### config.mk
export PLATFORM = sky130hd
export DESIGN_NAME = rca_arbiter
export DESIGN_NICKNAME = d
export VERILOG_FILES = /design/src/rtl/rca_arbiter.sv
export SDC_FILE = /design/constraint.sdc
export NUM_CORES = 1
export LEC_CHECK = 0
export CELL_PAD_IN_SITES_DETAIL_PLACEMENT = 0
export CELL_PAD_IN_SITES_GLOBAL_PLACEMENT = 1
export CORE_MARGIN = 3
export CORE_UTILIZATION = 21
export CTS_CLUSTER_DIAMETER = 150
export DETAILED_ROUTE_END_ITERATION = 16
export PLACE_DENSITY_LB_ADDON = 0.1
export SYNTH_ARGS = -nofsm -noshare
export SYNTH_HDL_FRONTEND = slang
export SYNTH_SLANG_ARGS = --single-unit
### constraint.sdc
create_clock -name clk -period 2 [get_ports clk]
set_clock_uncertainty 0.2 [all_clocks]
set_input_delay 0.4 -clock clk [delete_from_list [all_inputs] [get_ports clk]]
set_output_delay 0.4 -clock clk [all_outputs]
set_load 0.1 [all_outputs]
### src/rtl/rca_arbiter.sv
// ---------------------------------------------------------------------------
// rca_arbiter
//   Round-robin arbiter and sequencer in front of one shared external
//   ripple-carry add/sub unit. One operation is in flight at a time:
//   IDLE picks a winner and registers its operands onto the adder inputs,
//   SETTLE holds them for SETTLE_CYCLES cycles (the adder is a multicycle
//   path), then RESP presents the registered result until it is consumed.
//
// Ports
//   clk, rst         clock, synchronous active-high reset
//   req_valid        per-requester request
//   req_ready        per-requester accept (one-hot or zero)
//   req_add_sub_b    per-requester op, 1 = add, 0 = subtract (a - b)
//   req_a, req_b     flattened operands, requester i at [i*BUS_WIDTH +: BUS_WIDTH]
//   rsp_valid        response valid
//   rsp_ready        response consumer ready
//   rsp_id           requester index of the response
//   rsp_result       registered adder result
//   rsp_ovf          registered adder signed-overflow flag
//   busy             high whenever not IDLE
//   adder_add_sub_b  registered op to the external adder
//   adder_in1/2      registered operands to the external adder
//   adder_out        external adder result (combinational)
//   adder_ovf        external adder signed overflow
// ---------------------------------------------------------------------------
module rca_arbiter #(
   parameter int BUS_WIDTH     = 32,
   parameter int NUM_REQ       = 4,
   parameter int SETTLE_CYCLES = 2
) (
   input  logic                         clk,
   input  logic                         rst,
   input  logic [NUM_REQ-1:0]           req_valid,
   output logic [NUM_REQ-1:0]           req_ready,
   input  logic [NUM_REQ-1:0]           req_add_sub_b,
   input  logic [NUM_REQ*BUS_WIDTH-1:0] req_a,
   input  logic [NUM_REQ*BUS_WIDTH-1:0] req_b,
   output logic                         rsp_valid,
   input  logic                         rsp_ready,
   output logic [$clog2(NUM_REQ)-1:0]   rsp_id,
   output logic [BUS_WIDTH-1:0]         rsp_result,
   output logic                         rsp_ovf,
   output logic                         busy,
   output logic                         adder_add_sub_b,
   output logic [BUS_WIDTH-1:0]         adder_in1,
   output logic [BUS_WIDTH-1:0]         adder_in2,
   input  logic [BUS_WIDTH-1:0]         adder_out,
   input  logic                         adder_ovf
);

   localparam int ID_W  = $clog2(NUM_REQ);
   localparam int CNT_W = (SETTLE_CYCLES > 1) ? $clog2(SETTLE_CYCLES) : 1;

   typedef enum logic [1:0] {
      IDLE   = 2'd0,
      SETTLE = 2'd1,
      RESP   = 2'd2
   } state_t;

   state_t               state_q;
   state_t               state_d;
   logic [ID_W-1:0]      last_grant_q;
   logic [CNT_W-1:0]     cnt_q;

   logic                 win_found;
   logic [ID_W-1:0]      win_idx;
   logic [ID_W-1:0]      scan_idx;
   logic                 accept;

   logic [BUS_WIDTH-1:0] a_arr [NUM_REQ];
   logic [BUS_WIDTH-1:0] b_arr [NUM_REQ];

   for (genvar i = 0; i < NUM_REQ; i++) begin : g_unpack
      assign a_arr[i] = req_a[i*BUS_WIDTH +: BUS_WIDTH];
      assign b_arr[i] = req_b[i*BUS_WIDTH +: BUS_WIDTH];
   end

   // Rotating priority search: start just after the last winner so the
   // requester served most recently has the lowest priority.
   always_comb begin
      win_found = 1'b0;
      win_idx   = '0;
      scan_idx  = '0;
      for (int k = 1; k <= NUM_REQ; k++) begin
         scan_idx = ID_W'((int'(last_grant_q) + k) % NUM_REQ);
         if (!win_found && req_valid[scan_idx]) begin
            win_found = 1'b1;
            win_idx   = scan_idx;
         end
      end
   end

   assign accept = |(req_valid & req_ready);

   // State register
   always_ff @(posedge clk) begin
      if (rst) begin
         state_q <= IDLE;
      end else begin
         state_q <= state_d;
      end
   end

   // Next-state logic
   always_comb begin
      state_d = state_q;
      unique case (state_q)
         IDLE:    if (accept)        state_d = SETTLE;
         SETTLE:  if (cnt_q == '0)   state_d = RESP;
         RESP:    if (rsp_ready)     state_d = IDLE;
         default:                    state_d = IDLE;
      endcase
   end

   // Output logic; req_ready is forced low during reset so nothing is
   // accepted on the reset edge.
   always_comb begin
      req_ready = '0;
      if ((state_q == IDLE) && !rst && win_found) begin
         req_ready[win_idx] = 1'b1;
      end
      busy      = (state_q != IDLE);
      rsp_valid = (state_q == RESP);
   end

   // Operand / result registers, grant pointer and settle counter.
   // Adder inputs are deliberately left untouched outside the accept
   // cycle so they stay quiet between operations.
   always_ff @(posedge clk) begin
      if (rst) begin
         last_grant_q    <= ID_W'(NUM_REQ - 1);
         cnt_q           <= '0;
         adder_add_sub_b <= 1'b0;
         adder_in1       <= '0;
         adder_in2       <= '0;
         rsp_id          <= '0;
         rsp_result      <= '0;
         rsp_ovf         <= 1'b0;
      end else begin
         unique case (state_q)
            IDLE: begin
               if (accept) begin
                  adder_add_sub_b <= req_add_sub_b[win_idx];
                  adder_in1       <= a_arr[win_idx];
                  adder_in2       <= b_arr[win_idx];
                  rsp_id          <= win_idx;
                  last_grant_q    <= win_idx;
                  cnt_q           <= CNT_W'(SETTLE_CYCLES - 1);
               end
            end
            SETTLE: begin
               cnt_q <= cnt_q - 1'b1;
               if (cnt_q == '0) begin
                  rsp_result <= adder_out;
                  rsp_ovf    <= adder_ovf;
               end
            end
            default: begin
            end
         endcase
      end
   end

endmodule

==> flow_metrics.env <==
export IMPL_wirelength_mm=31.3
export IMPL_setup_worst_path_end="req_ready[1]"
export IMPL_cp_depth=4
export IMPL_grt_pass1_wl_mm=44.7
export IMPL_nets=1430
export IMPL_vias_per_cell=4.92
export IMPL_grt_pass1_vias=7345
export IMPL_nFillCells=2708
export IMPL_period_minus_slack_ns=2.26
export IMPL_holdBufCountCts=0
export IMPL_seq_area_frac_synth=0.362
export IMPL_finalCritPeriodShare=1.13
export IMPL_yosys_area_top_type_share=0.362
export IMPL_synth_ff_type="dfxtp_1"
export IMPL_yosys_warnings=0
export IMPL_synth_cell_types=32
export IMPL_track_usage=0.199
export IMPL_cp_end_kind="output port"
export IMPL_cpPeakStageDelay_ns=0.44
export IMPL_power_leakage_uw=0.00459
export IMPL_netlist_top_cell_by_area="dfxtp_1"
export IMPL_critPathBufInv=1
export IMPL_r2r_start="last_grant_q[0]"
export IMPL_root_buffer="clkbuf_16"
export IMPL_clkSlewWorstSetupHoldPaths_ns=0.07
export IMPL_holdPathStages=5
export IMPL_die_width_um=172
export IMPL_synth_seq_cells=105
export IMPL_drive_gt1_frac=0.201
export IMPL_slew_viol_final=0
export IMPL_vias=7270
export IMPL_dr_first_iter_drc_count=406
export IMPL_dp_hpwl_mm=22.9
export IMPL_holdWs_ns=0.283
export IMPL_setup_violations=4
export IMPL_max_cap_viol_count=0
export IMPL_tritoncts="built"
export IMPL_p_per_area_mw_per_mm2=775
export IMPL_syn_area_mm2=0.00580
export IMPL_clk_latency_ns=0.36
export IMPL_async_flop_share=0
export IMPL_vdd_ir_drop_max_mv=0.467
export IMPL_synth_edf_count=0
export IMPL_r2r_end="adder_in2[9]"
export IMPL_drc=0
export IMPL_slew_headroom=0.655
export IMPL_required_ns=1.40
export IMPL_clockBufferDepth=2
export IMPL_first_pass_iters=4
export IMPL_die_area_mm2=0.0297
export IMPL_place_area_mm2=0.0116
export IMPL_synth_area_per_cell_um2=7.92
export IMPL_wire_per_inst_um=21.2
export IMPL_cts_inserted_buffers=9
export IMPL_synth_commonest_cells="dfxtp_1, a21oi_1"
export IMPL_cp_start_kind="flip-flop"
export IMPL_arrival_ns=1.66
export IMPL_synth_area_top_cells="dfxtp_1, a32oi_1, a21oi_1, o21bai_1, and2_1"
export IMPL_ioPinCount=406
export IMPL_final_area_mm2=0.0121
export IMPL_worst_pin_slew_ns=0.518
export IMPL_r2r_setup_slack_ns=0.06
export IMPL_gp_congestion=0.808
export IMPL_ant_nets=0
export IMPL_worst_path_max_fanout=4
export IMPL_syn_nets=1032
export IMPL_initial_core_util=0.215
export IMPL_cp_top_family="compound AO/OA/AOI/OAI gates"
export IMPL_max_freq_ghz=0.443
export IMPL_core_mm2=0.0270
export IMPL_dieHeight_um=172
export IMPL_syn_instance_count=732
export IMPL_timing_worst_setup_path_type="reg2out"
export IMPL_violations="negative setup slack"
export IMPL_timing_setup_tns_ns=-0.812
export IMPL_rsz0062_at_grt="yes"
export IMPL_yosysMostFrequentCell="dfxtp_1"
export IMPL_reg2reg_depth=6
export IMPL_cp_slowest_cell="a311o_2"
export IMPL_finalHoldViolations=0
export IMPL_setup_slack_ns=-0.257
export IMPL_status="finished with violations"
export IMPL_crit_chain="nand2b_4 > a311o_2 > and3_4 > buf_12"
export IMPL_ctsHtreeMaxLevel=3
export IMPL_worst_hold_path_type="in2reg"
export IMPL_pre_cts_ws_ns=-0.562
export IMPL_rows=60
export IMPL_numPortBuffers=405
export IMPL_crit_start="last_grant_q[0]"
export IMPL_antenna_found_initial=3
export IMPL_cts_sinks=105
export IMPL_grt_ovfl_total=0
export IMPL_syn2layout_area_growth_pct=109
export IMPL_grt_max_degree=106
state kept, by name, indices dropped and copies added, names as in the netlist:
signal and flops:
rsp_ovf 1, rsp_id 2, state_q 2, cnt_q 1
adder_in2 32, last_grant_q 2, adder_add_sub_b 1, rsp_result 32
adder_in1 32
repair_timing:
action                                  4_1_cts  5_1_grt
endpoints found under the setup margin       73       60
gates cloned                                  0        0
pin swaps                                     9        3
buffers inserted                              9        2
resized for setup                            24       13
routing by layer:
metal,part of all wire,track usage
met5,0.00042,0
met2,0.48,0.342
met3,0.11,0.0668
met1,0.39,0.233
met4,0.025,0.0639
worst register-to-register path: cells and delay by family, from the launching register on:
| family | cells | cell delay [ns] |
|---|---|---|
| flops | 1 | 0.36 |
| compound gates | 3 | 0.80 |
| buf+inv | 2 | 0.34 |
| simple gates | 1 | 0.14 |
cell usage in the layout (no fill, tap or decap), drive strengths merged:
cell type / count
nand3: 1
bufinv: 1
and2: 67
a211o: 1
a32oi: 65
a311o: 1
clkdlybuf4s50: 294
and3: 3
diode: 2
inv: 7
nor3: 6
clkbuf: 10
a21oi: 102
nand2: 67
or2b: 1
clkdlybuf4s15: 1
o311ai: 1
a211oi: 2
clkinv: 2
or3: 2
o21ai: 68
o21bai: 67
nor2: 7
dfxtp: 105
buf: 177
nand2b: 5
o211a: 1
nor4: 2
or2: 1
nor2b: 3
a31oi: 65
power by group:
| group | internal [uW] | leakage, uW | total, uW | switching (uW) |
|---|---|---|---|---|
| Combinational | 2010 | 0.00357 | 4840 | 2830 |
| Clock | 1010 | 0.000156 | 1970 | 958 |
| Sequential | 2330 | 0.000865 | 2580 | 255 |
| Total | 5340 | 0.00459 | 9390 | 4050 |
area by class of cell:
type | count | area [um2] | area share
Multi-Input combinational cell | 538 | 3420 | 0.283
Clock inverter | 7 | 92.6 | 0.00764
Inverter | 3 | 11.3 | 0.000930
Timing Repair Buffer | 473 | 5820 | 0.480
Sequential cell | 105 | 2110 | 0.175
Tap cell | 341 | 427 | 0.0352
Antenna cell | 2 | 5.00 | 0.000413
Clock buffer | 9 | 225 | 0.0186
stage by stage:
stage                     utilization  std cells  total power, uW
final                           0.448       1478             9390
after global routing            0.448       1476             9800
after CTS                       0.446       1474             9500
after detailed placement        0.428       1449             7420
after global placement          0.428       1449             7400
after floorplan                     -        732             5170
kinds of logic (layout without fill, tap and decap cells):
logic type	Yosys count	after routing	share of synthesized area
buffers and inverters	89	492	0.0764
and+or+nand+nor	165	165	0.149
DFF	105	105	0.362
other	0	2	0
AOI/OAI and AO/OA	373	373	0.412
worst min path at each step:
stage	from	to
floorplan	state_q[1]	state_q[0]
global placement	state_q[1]	state_q[0]
detailed placement	state_q[1]	state_q[0]
CTS	rst	last_grant_q[0]
global route	rst	last_grant_q[0]
finish	rst	last_grant_q[0]
Note: power is estimated with default switching activity, not from simulation.
